<file path="config.mk">
export PLATFORM = sky130hd
export DESIGN_NAME = iiitb_seq_tx
export DESIGN_NICKNAME = d
export VERILOG_FILES = /design/src/rtl/iiitb_seq_pkg.sv /design/src/rtl/iiitb_seq_patcnt.sv /design/src/rtl/iiitb_seq_tx.sv
export SDC_FILE = /design/constraint.sdc
export NUM_CORES = 1
export LEC_CHECK = 0
export ABC_AREA = 1
export BUFFER_PORTS_ARGS = -buffer_cell sky130_fd_sc_hd__buf_2
export CORE_MARGIN = 1.5
export CORE_UTILIZATION = 55
export CTS_BUF_LIST = sky130_fd_sc_hd__clkbuf_8
export DETAILED_ROUTE_END_ITERATION = 6
export PLACE_DENSITY_LB_ADDON = 0.15
export SLEW_MARGIN = 25
export SYNTH_ARGS = -nofsm -noshare
export SYNTH_HDL_FRONTEND = slang
export SYNTH_SLANG_ARGS = --single-unit
</file>
<file path="constraint.sdc">
create_clock -name clk -period 4 [get_ports clk]
set_clock_uncertainty 0.2 [all_clocks]
set_input_delay 0.4 -clock clk [delete_from_list [all_inputs] [get_ports clk]]
set_output_delay 0.4 -clock clk [all_outputs]
set_load 0.01 [all_outputs]
</file>
<file path="src/rtl/iiitb_seq_pkg.sv">
// Shared types and constants for the iiitb serial pattern transmitter
// and its optional "1010" occurrence counter.
package iiitb_seq_pkg;

    // Transmitter FSM states
    typedef enum logic [1:0] {
        IDLE  = 2'd0,
        SHIFT = 2'd1,
        GAP   = 2'd2
    } state_t;

    // Pattern recognised by the downstream detector
    localparam logic [3:0] PATTERN = 4'b1010;

    // Width of the occurrence counter
    localparam int CNT_W = 16;

    // Saturating increment: holds at all-ones instead of wrapping
    function automatic logic [CNT_W-1:0] sat_inc(input logic [CNT_W-1:0] v);
        if (v == {CNT_W{1'b1}}) begin
            return v;
        end else begin
            return v + CNT_W'(1);
        end
    endfunction

endpackage

</file>
<file path="src/rtl/iiitb_seq_patcnt.sv">
// Overlapping "1010" occurrence counter on a serial stream.
// Samples din every clock; the count rises in the cycle after the
// completing 0 and saturates at all-ones. Usable as a detector reference.
module iiitb_seq_patcnt
    import iiitb_seq_pkg::*;
(
    input  logic             clk,
    input  logic             reset,
    input  logic             din,
    output logic [CNT_W-1:0] cnt
);

    logic [2:0]       hist_r;
    logic [CNT_W-1:0] cnt_r;
    logic             match_s;

    // Compare the three previous bits plus the current bit to the pattern
    always_comb begin
        match_s = ({hist_r, din} == PATTERN);
    end

    // History shift register and saturating occurrence count
    always_ff @(posedge clk) begin
        if (reset) begin
            hist_r <= 3'b000;
            cnt_r  <= {CNT_W{1'b0}};
        end else begin
            hist_r <= {hist_r[1:0], din};
            if (match_s) begin
                cnt_r <= sat_inc(cnt_r);
            end else begin
                cnt_r <= cnt_r;
            end
        end
    end

    assign cnt = cnt_r;

endmodule

</file>
<file path="src/rtl/iiitb_seq_tx.sv">
// Serial pattern transmitter: takes a word plus bit count over valid/ready
// and shifts it out MSB-first, one bit per clock, with optional idle gap.
// Optional build macro IIITB_SEQ_TX_CNT_EN adds exp_cnt, a saturating
// count of overlapping "1010" occurrences seen on dout.
module iiitb_seq_tx
    import iiitb_seq_pkg::*;
#(
    parameter int WIDTH      = 8,
    parameter int GAP_CYCLES = 0,
    parameter int LENW       = $clog2(WIDTH + 1)
) (
    input  logic             clk,
    input  logic             reset,
    input  logic [WIDTH-1:0] data,
    input  logic [LENW-1:0]  len,
    input  logic             valid,
    output logic             ready,
    output logic             dout,
    output logic             dout_vld,
    output logic             last,
    output logic             busy
`ifdef IIITB_SEQ_TX_CNT_EN
    ,
    output logic [CNT_W-1:0] exp_cnt
`endif
);

    localparam logic [LENW-1:0] WIDTH_L = LENW'(WIDTH);
    localparam logic [3:0]      GAP_L   = 4'(GAP_CYCLES);
    localparam bit              HAS_GAP = (GAP_CYCLES > 0);

    state_t           state_r, state_s;
    logic [WIDTH-1:0] shreg_r, shreg_s;
    logic [LENW-1:0]  cnt_r, cnt_s;     // bits left, including the one on dout
    logic [3:0]       gap_r, gap_s;
    logic             dout_r, dout_s;
    logic             vld_r, vld_s;
    logic             last_r, last_s;

    logic [LENW-1:0]  len_eff_s;
    logic [WIDTH-1:0] aligned_s;
    logic             ready_s;
    logic             accept_s;
    logic             load_s;

    // Clamp length, left-align the payload and evaluate the handshake
    always_comb begin
        if (len > WIDTH_L) begin
            len_eff_s = WIDTH_L;
        end else begin
            len_eff_s = len;
        end
        aligned_s = data << (WIDTH_L - len_eff_s);
        if (reset) begin
            ready_s = 1'b0;
        end else if (state_r == IDLE) begin
            ready_s = 1'b1;
        end else if ((state_r == SHIFT) && (cnt_r == LENW'(1)) && !HAS_GAP) begin
            ready_s = 1'b1;
        end else begin
            ready_s = 1'b0;
        end
        accept_s = valid & ready_s;
        load_s   = accept_s & (len_eff_s != {LENW{1'b0}});
    end

    // Next-state and next-output logic; outputs are registered below
    always_comb begin
        state_s = state_r;
        shreg_s = shreg_r;
        cnt_s   = cnt_r;
        gap_s   = gap_r;
        dout_s  = 1'b0;
        vld_s   = 1'b0;
        last_s  = 1'b0;
        case (state_r)
            IDLE: begin
                if (load_s) begin
                    state_s = SHIFT;
                    dout_s  = aligned_s[WIDTH-1];
                    vld_s   = 1'b1;
                    last_s  = (len_eff_s == LENW'(1));
                    shreg_s = aligned_s << 1;
                    cnt_s   = len_eff_s;
                end else begin
                    state_s = IDLE;
                end
            end
            SHIFT: begin
                if (cnt_r > LENW'(1)) begin
                    dout_s  = shreg_r[WIDTH-1];
                    vld_s   = 1'b1;
                    last_s  = (cnt_r == LENW'(2));
                    shreg_s = shreg_r << 1;
                    cnt_s   = cnt_r - LENW'(1);
                end else if (HAS_GAP) begin
                    state_s = GAP;
                    gap_s   = GAP_L;
                    cnt_s   = {LENW{1'b0}};
                    shreg_s = {WIDTH{1'b0}};
                end else if (load_s) begin
                    // back-to-back word: first bit follows the last bit directly
                    dout_s  = aligned_s[WIDTH-1];
                    vld_s   = 1'b1;
                    last_s  = (len_eff_s == LENW'(1));
                    shreg_s = aligned_s << 1;
                    cnt_s   = len_eff_s;
                end else begin
                    state_s = IDLE;
                    cnt_s   = {LENW{1'b0}};
                    shreg_s = {WIDTH{1'b0}};
                end
            end
            GAP: begin
                if (gap_r <= 4'd1) begin
                    state_s = IDLE;
                    gap_s   = 4'd0;
                end else begin
                    gap_s   = gap_r - 4'd1;
                end
            end
            default: begin
                state_s = IDLE;
                cnt_s   = {LENW{1'b0}};
                gap_s   = 4'd0;
                shreg_s = {WIDTH{1'b0}};
            end
        endcase
    end

    // State, datapath and output registers; reset abandons any word in flight
    always_ff @(posedge clk) begin
        if (reset) begin
            state_r <= IDLE;
            shreg_r <= {WIDTH{1'b0}};
            cnt_r   <= {LENW{1'b0}};
            gap_r   <= 4'd0;
            dout_r  <= 1'b0;
            vld_r   <= 1'b0;
            last_r  <= 1'b0;
        end else begin
            state_r <= state_s;
            shreg_r <= shreg_s;
            cnt_r   <= cnt_s;
            gap_r   <= gap_s;
            dout_r  <= dout_s;
            vld_r   <= vld_s;
            last_r  <= last_s;
        end
    end

    assign ready    = ready_s;
    assign dout     = dout_r;
    assign dout_vld = vld_r;
    assign last     = last_r;
    assign busy     = (state_r != IDLE);

`ifdef IIITB_SEQ_TX_CNT_EN
    iiitb_seq_patcnt u_patcnt (
        .clk   (clk),
        .reset (reset),
        .din   (dout_r),
        .cnt   (exp_cnt)
    );
`endif

endmodule

</file>
[Word-level counts from Yosys, hierarchy flattened]
Cells that the tools add are included.
Word-level totals
  output and inout bits: 5
  word-level logic and storage cells: 61
  flip-flop bits (word level): 21
  input bits: 15
Operators by class
  $add $sub $neg: 3
  multiplexer cells: 28
  equal/unequal tests: 9
  shifts and indexed selects: 1
  $lt $le $gt $ge: 3
  reductions and logical operators: 7
  bitwise logic cells: 3
Operators by type and width (number)
  2-to-1 mux 8 bit: 3
  one-hot mux 8 bit (3 select lines): 1
  2-to-1 mux 4 bit: 5
  one-hot mux 4 bit (3 select lines): 1
  2-to-1 mux 1 bit: 10
  == test 4 x 1 -> 1 bit (second input constant): 2
  inequality test 2 bit (second input constant): 4
  one-hot mux 4 bit (2 select lines): 1
  << shifter 8 x 4 -> 8 bit: 1
  subtractor 4 x 1 -> 4 bit (second input constant): 2
  2-to-1 mux 2 bit: 3
  one-hot mux 1 bit (2 select lines): 3
  one-hot mux 2 bit (3 select lines): 1
  == test 4 x 2 -> 1 bit (second input constant): 1
  > comparator 4 x 1 -> 1 bit (second input constant): 1
  > comparator 4 bit (second input constant): 1
  <= comparator 4 x 1 -> 1 bit (second input constant): 1
  nonzero test 4 bit: 1
  subtractor 4 bit (first input constant): 1
  AND reduction 3 bit: 1
  AND 1 bit: 2
  == test 2 x 1 -> 1 bit (second input constant): 1
  == test 2 bit (second input constant): 1
  zero test 2 bit: 1
  other kinds (5): 5

[Logic depth before layout (Yosys ltp)]
  word-level depth: 10
  depth in mapped cells: 14

[Worst setup path after synthesis]
No wires, ideal clock.
  path kind: input-to-reg
  start: in len[0]
  end: reg shreg_r[3]
  required time: 3671 ps
  data arrival time: 1888 ps
  path slack: 1783 ps
  cell stages on the path: 12
  library setup time: 129 ps
  path through: nor2_1 nand2_1 nand2_1 buf_2 nand2_1 ha_1 clkbuf_1 inv_1 nand3_1 nand2_1 a21oi_2 nor2_1
On the way
  word-level cells in the longest chain between the ends: 7
  elaborated cells on any way between the ends: 12
  those cells by class: 1 x add/sub; 1 x order compare; 1 x eq/ne; 1 x shift; 5 x mux; 1 x bitwise; 2 x reduce/logical
Ends and longest elaborated chain
  start, declared: line iiitb_seq_tx.sv:15  | input logic [LENW-1:0] len,
  > comparator 4 bit: line iiitb_seq_tx.sv:48  | if (len > WIDTH_L) begin
  2-to-1 mux 4 bit (*): line iiitb_seq_tx.sv:48
  subtractor 4 bit / nonzero test 4 bit (equally long branches): line iiitb_seq_tx.sv:53, iiitb_seq_tx.sv:64
  << shifter 8 x 4 -> 8 bit / AND 1 bit (equally long branches): line iiitb_seq_tx.sv:53, iiitb_seq_tx.sv:64
  2-to-1 mux 8 bit: line iiitb_seq_tx.sv:101  | end else if (load_s) begin
  2-to-1 mux 8 bit: line iiitb_seq_tx.sv:90  | if (cnt_r > LENW'(1)) begin
  one-hot mux 8 bit (3 select lines): line iiitb_seq_tx.sv:76  | case (state_r)
  end signal, assigned: line iiitb_seq_tx.sv:135  | shreg_r <= {WIDTH{1'b0}};
  end signal, assigned: line iiitb_seq_tx.sv:143  | shreg_r <= shreg_s;
  end, declared: line iiitb_seq_tx.sv:33  | logic [WIDTH-1:0] shreg_r, shreg_s;
Every way passes the cells marked *; elsewhere a longest branch is shown, timed or not. The select of a mux whose other input is x is not followed.
A chain may end at the register's enable or synchronous reset.

[Worst setup path after layout]
  start: in len[0]
  end: reg shreg_r[5]
Same word-level chain as after synthesis.

==> summary by stage <==
Run status
The run finished with clean final reports.

Pwr
The static leakage power is approximately 0.66 nW. For this design the ratio of total power to cell area is 304 mW/mm². Overall power consumption after layout is estimated at 0.000397 W. IR analysis of the VDD net gives a maximum drop of about 0.24 mV.

Synthesis
The number of warnings printed during yosys synthesis is 0. When the netlist entered floorplanning its net count stood at a little under 200. In this run, synthesis produced a sequential element count of 15.

A synthesized cell averages 6.51 µm². The mapped netlist covers 0.00117 mm². Yosys attributes the largest share of cell area to dfxtp_1 (26%), nand3_1 (15%), nand2_1 (14%). The share of the Yosys chip area taken by registers is 0.258. Counting flops with an async set or reset pin after synthesis yields a share of 0. The number of enable flip-flop cells after synthesis is 0. The post-synthesis cell count is roughly 180. The biggest area contributor in the post-synthesis netlist is dfxtp_1. The number of unique standard cell types used by synthesis is 30. The area share of the largest cell type after synthesis is 0.258. For this run, the leading register cell type out of synthesis is dfxtp_1.

STA
The max-slew violation count came to 0. The shortest clock period the worst path allows after layout is 2.47 ns. The number of endpoints with negative hold slack in the final report is 0. The worst pin sits at a relative slew slack of 0.758. The setup TNS is 0 ns. Dividing the final minimum period by the clock period gives 0.617. For this run, the top clock speed supported by timing is 405 MHz. The setup-violating endpoint count in the final report is 0.

The worst hold-check slack is 0.269 ns. Setup repair after global routing left no endpoint under its margin. At the pin with the least slew margin, the transition time is 0.362 ns.

Setup path
The worst setup path is launched from a primary input. STA puts the critical path data arrival time at 2.44 ns. In this run the worst path has a maximum fanout of 15.

The required time of the critical path is slightly below 4 ns. The type of the setup path with the least slack is in2reg. The worst setup path is captured at a flop.

Final layout
The share of final-layout standard cells stronger than drive strength 1 is 0.224. The number of antenna diodes in the final layout is 0. Across the whole layout, storage elements account for 300 µm².

In the final design database the tool counted between 200 and 250 nets. The utilization of the core after routing is 0.659. Compared with the post-synthesis result, the final layout area differs by 12.0%. The most common cell after layout, fill and taps aside is nand2_1. Summing all multi-input logic gate instances after layout gives 723 µm². In the layout the commonest cells are nand2_1 (45), nand3_1 (34), inv_1 (22). The number of fill cells is approximately 170.

Floorplanning
The floorplan step defined a core boundary enclosing 0.00198 mm². The die height is slightly below 50 µm. For this design the top-level I/O count stands at 20. The starting utilization of the core area is 0.588. The die outline area is about 0.0024 mm². The floorplan step set the die width to 49.0 µm. The number of core rows is 16.

Drt
For this block, the routed nets add up to ~2.5 mm of wire. The number of vias in the routed layout is about 1.2k. The remaining routing DRC violations is 0. In this run, the number of DRC markers left after iteration 0 of detailed routing was 45. After detailed routing, the number of vias per cell comes to ~5.3. Before antenna repair, the detailed router went through 4 iterations.

Dividing the detail-routed wire length by the instance count gives approximately 11 µm. The count of nets left with antenna violations once routing finished came out at 0.

Clock tree
The total CTS buffers is 3. The total number of H-tree levels is 1. TritonCTS built the clock tree. The quantity of hold-fixing buffers added after cts is 0. The maximum buffer depth of the clock tree is 2. The post-cts sizing count is 0. The clock network latency to the later pin of the worst-skew pair is 0.25 ns. Clock tree synthesis found a total of 15 sinks. The clock tree root buffer cell is clkbuf_8. The post-CTS setup buffer count is 0. Clock-pin slew was measured on the worst setup and hold paths at around 0.06 ns.

Global route
The total overflow left after global routing is 0. The number of antenna violations at the first check in global routing is 0. The first global-routing pass estimated around 4.5 mm of wire. The total routing usage reported by global routing is 0.244. Entering global routing, the biggest net connects 16 pins. The number of global-route vias before repair is 1,114.

Run
The max-capacitance violation count is 0.

Placed design
Routability-driven placement finished with a final weighted congestion of a little under 1. The number of buffers added on ports is 19. Summed over all nets, the half-perimeter wirelength after detailed placement is 2.02 mm.

Worst hold path
The path category of the worst min-delay check is reg2reg.
cell usage after synthesis, types with 3 or more instances:
| library cell | number |
|---|---|
| ha_1 | 5 |
| nand2_2 | 4 |
| buf_2 | 3 |
| inv_2 | 6 |
| dfxtp_1 | 15 |
| inv_1 | 21 |
| nor2_1 | 6 |
| o21ai_1 | 3 |
| a21oi_1 | 10 |
| nand3_1 | 34 |
| nand2_1 | 45 |
sequential cells by signal (all words and copies together) (netlist names):
register  flops
state_r       1
dout          1
dout_vld      1
last          1
cnt_r         4
shreg_r       7
cell families (layout without fill, tap and decap cells):
group / after synthesis / after routing / synth area share
compound gates: 21 / 21 / 0.120
xor+xnor: 3 / 3 / 0.0290
fa+ha+maj: 5 / 5 / 0.0536
buf+inv: 35 / 52 / 0.122
flops: 15 / 15 / 0.258
simple gates: 100 / 100 / 0.417
worst max-delay path, cell delays in order:
cell	delay, ns
buf_2	0.16
nor2_1	0.15
nand2_1	0.06
nand2_1	0.25
nand2_2	0.24
ha_1	0.31
nand3_1	0.14
nand3_4	0.21
nor2_4	0.21
nand2_2	0.06
clkinv_1	0.04
nand2_1	0.04
a21oi_1	0.14
layer usage:
metal / vias up / share of wire / track usage
met5: - / 0 / 0
met2: 43 / 0.45 / 0.406
met1: 518 / 0.45 / 0.294
li1: 608 / - / -
met3: 11 / 0.053 / 0.0552
met4: 0 / 0.038 / 0.124
worst paths after layout:
path,from,end,slack [ns],cells past startpoint
hold / removal,shreg_r[7],dout,0.27,2
hold reg to reg,shreg_r[7],dout,0.27,2
setup / recovery,len[0],shreg_r[5],1.53,13
setup reg to reg,cnt_r[1],shreg_r[5],2.15,10
stage by stage:
stage / cell area, µm² / std cells / setup WS (ns)
final: 1310 / 223 / 1.53
after global routing: 1310 / 223 / 1.28
after CTS: 1310 / 223 / 1.53
after detailed placement: 1260 / 219 / 1.28
after global placement: 1260 / 219 / 1.36
after floorplan: 1170 / 179 / 1.78
area by class of cell:
cell class | count | area share
multi-input combinational | 129 | 0.554
tap | 27 | 0.0259
clock buffer | 3 | 0.0316
inverter | 29 | 0.0833
clock inverter | 1 | 0.00287
sequential | 15 | 0.230
timing repair buffer | 19 | 0.0728
where the power goes:
part,switching [W],internal [W]
Clock,0.0000536,0.0000680
Sequential,0.00000563,0.000157
Combinational,0.0000715,0.0000409
(Power assumes the default switching activity.)
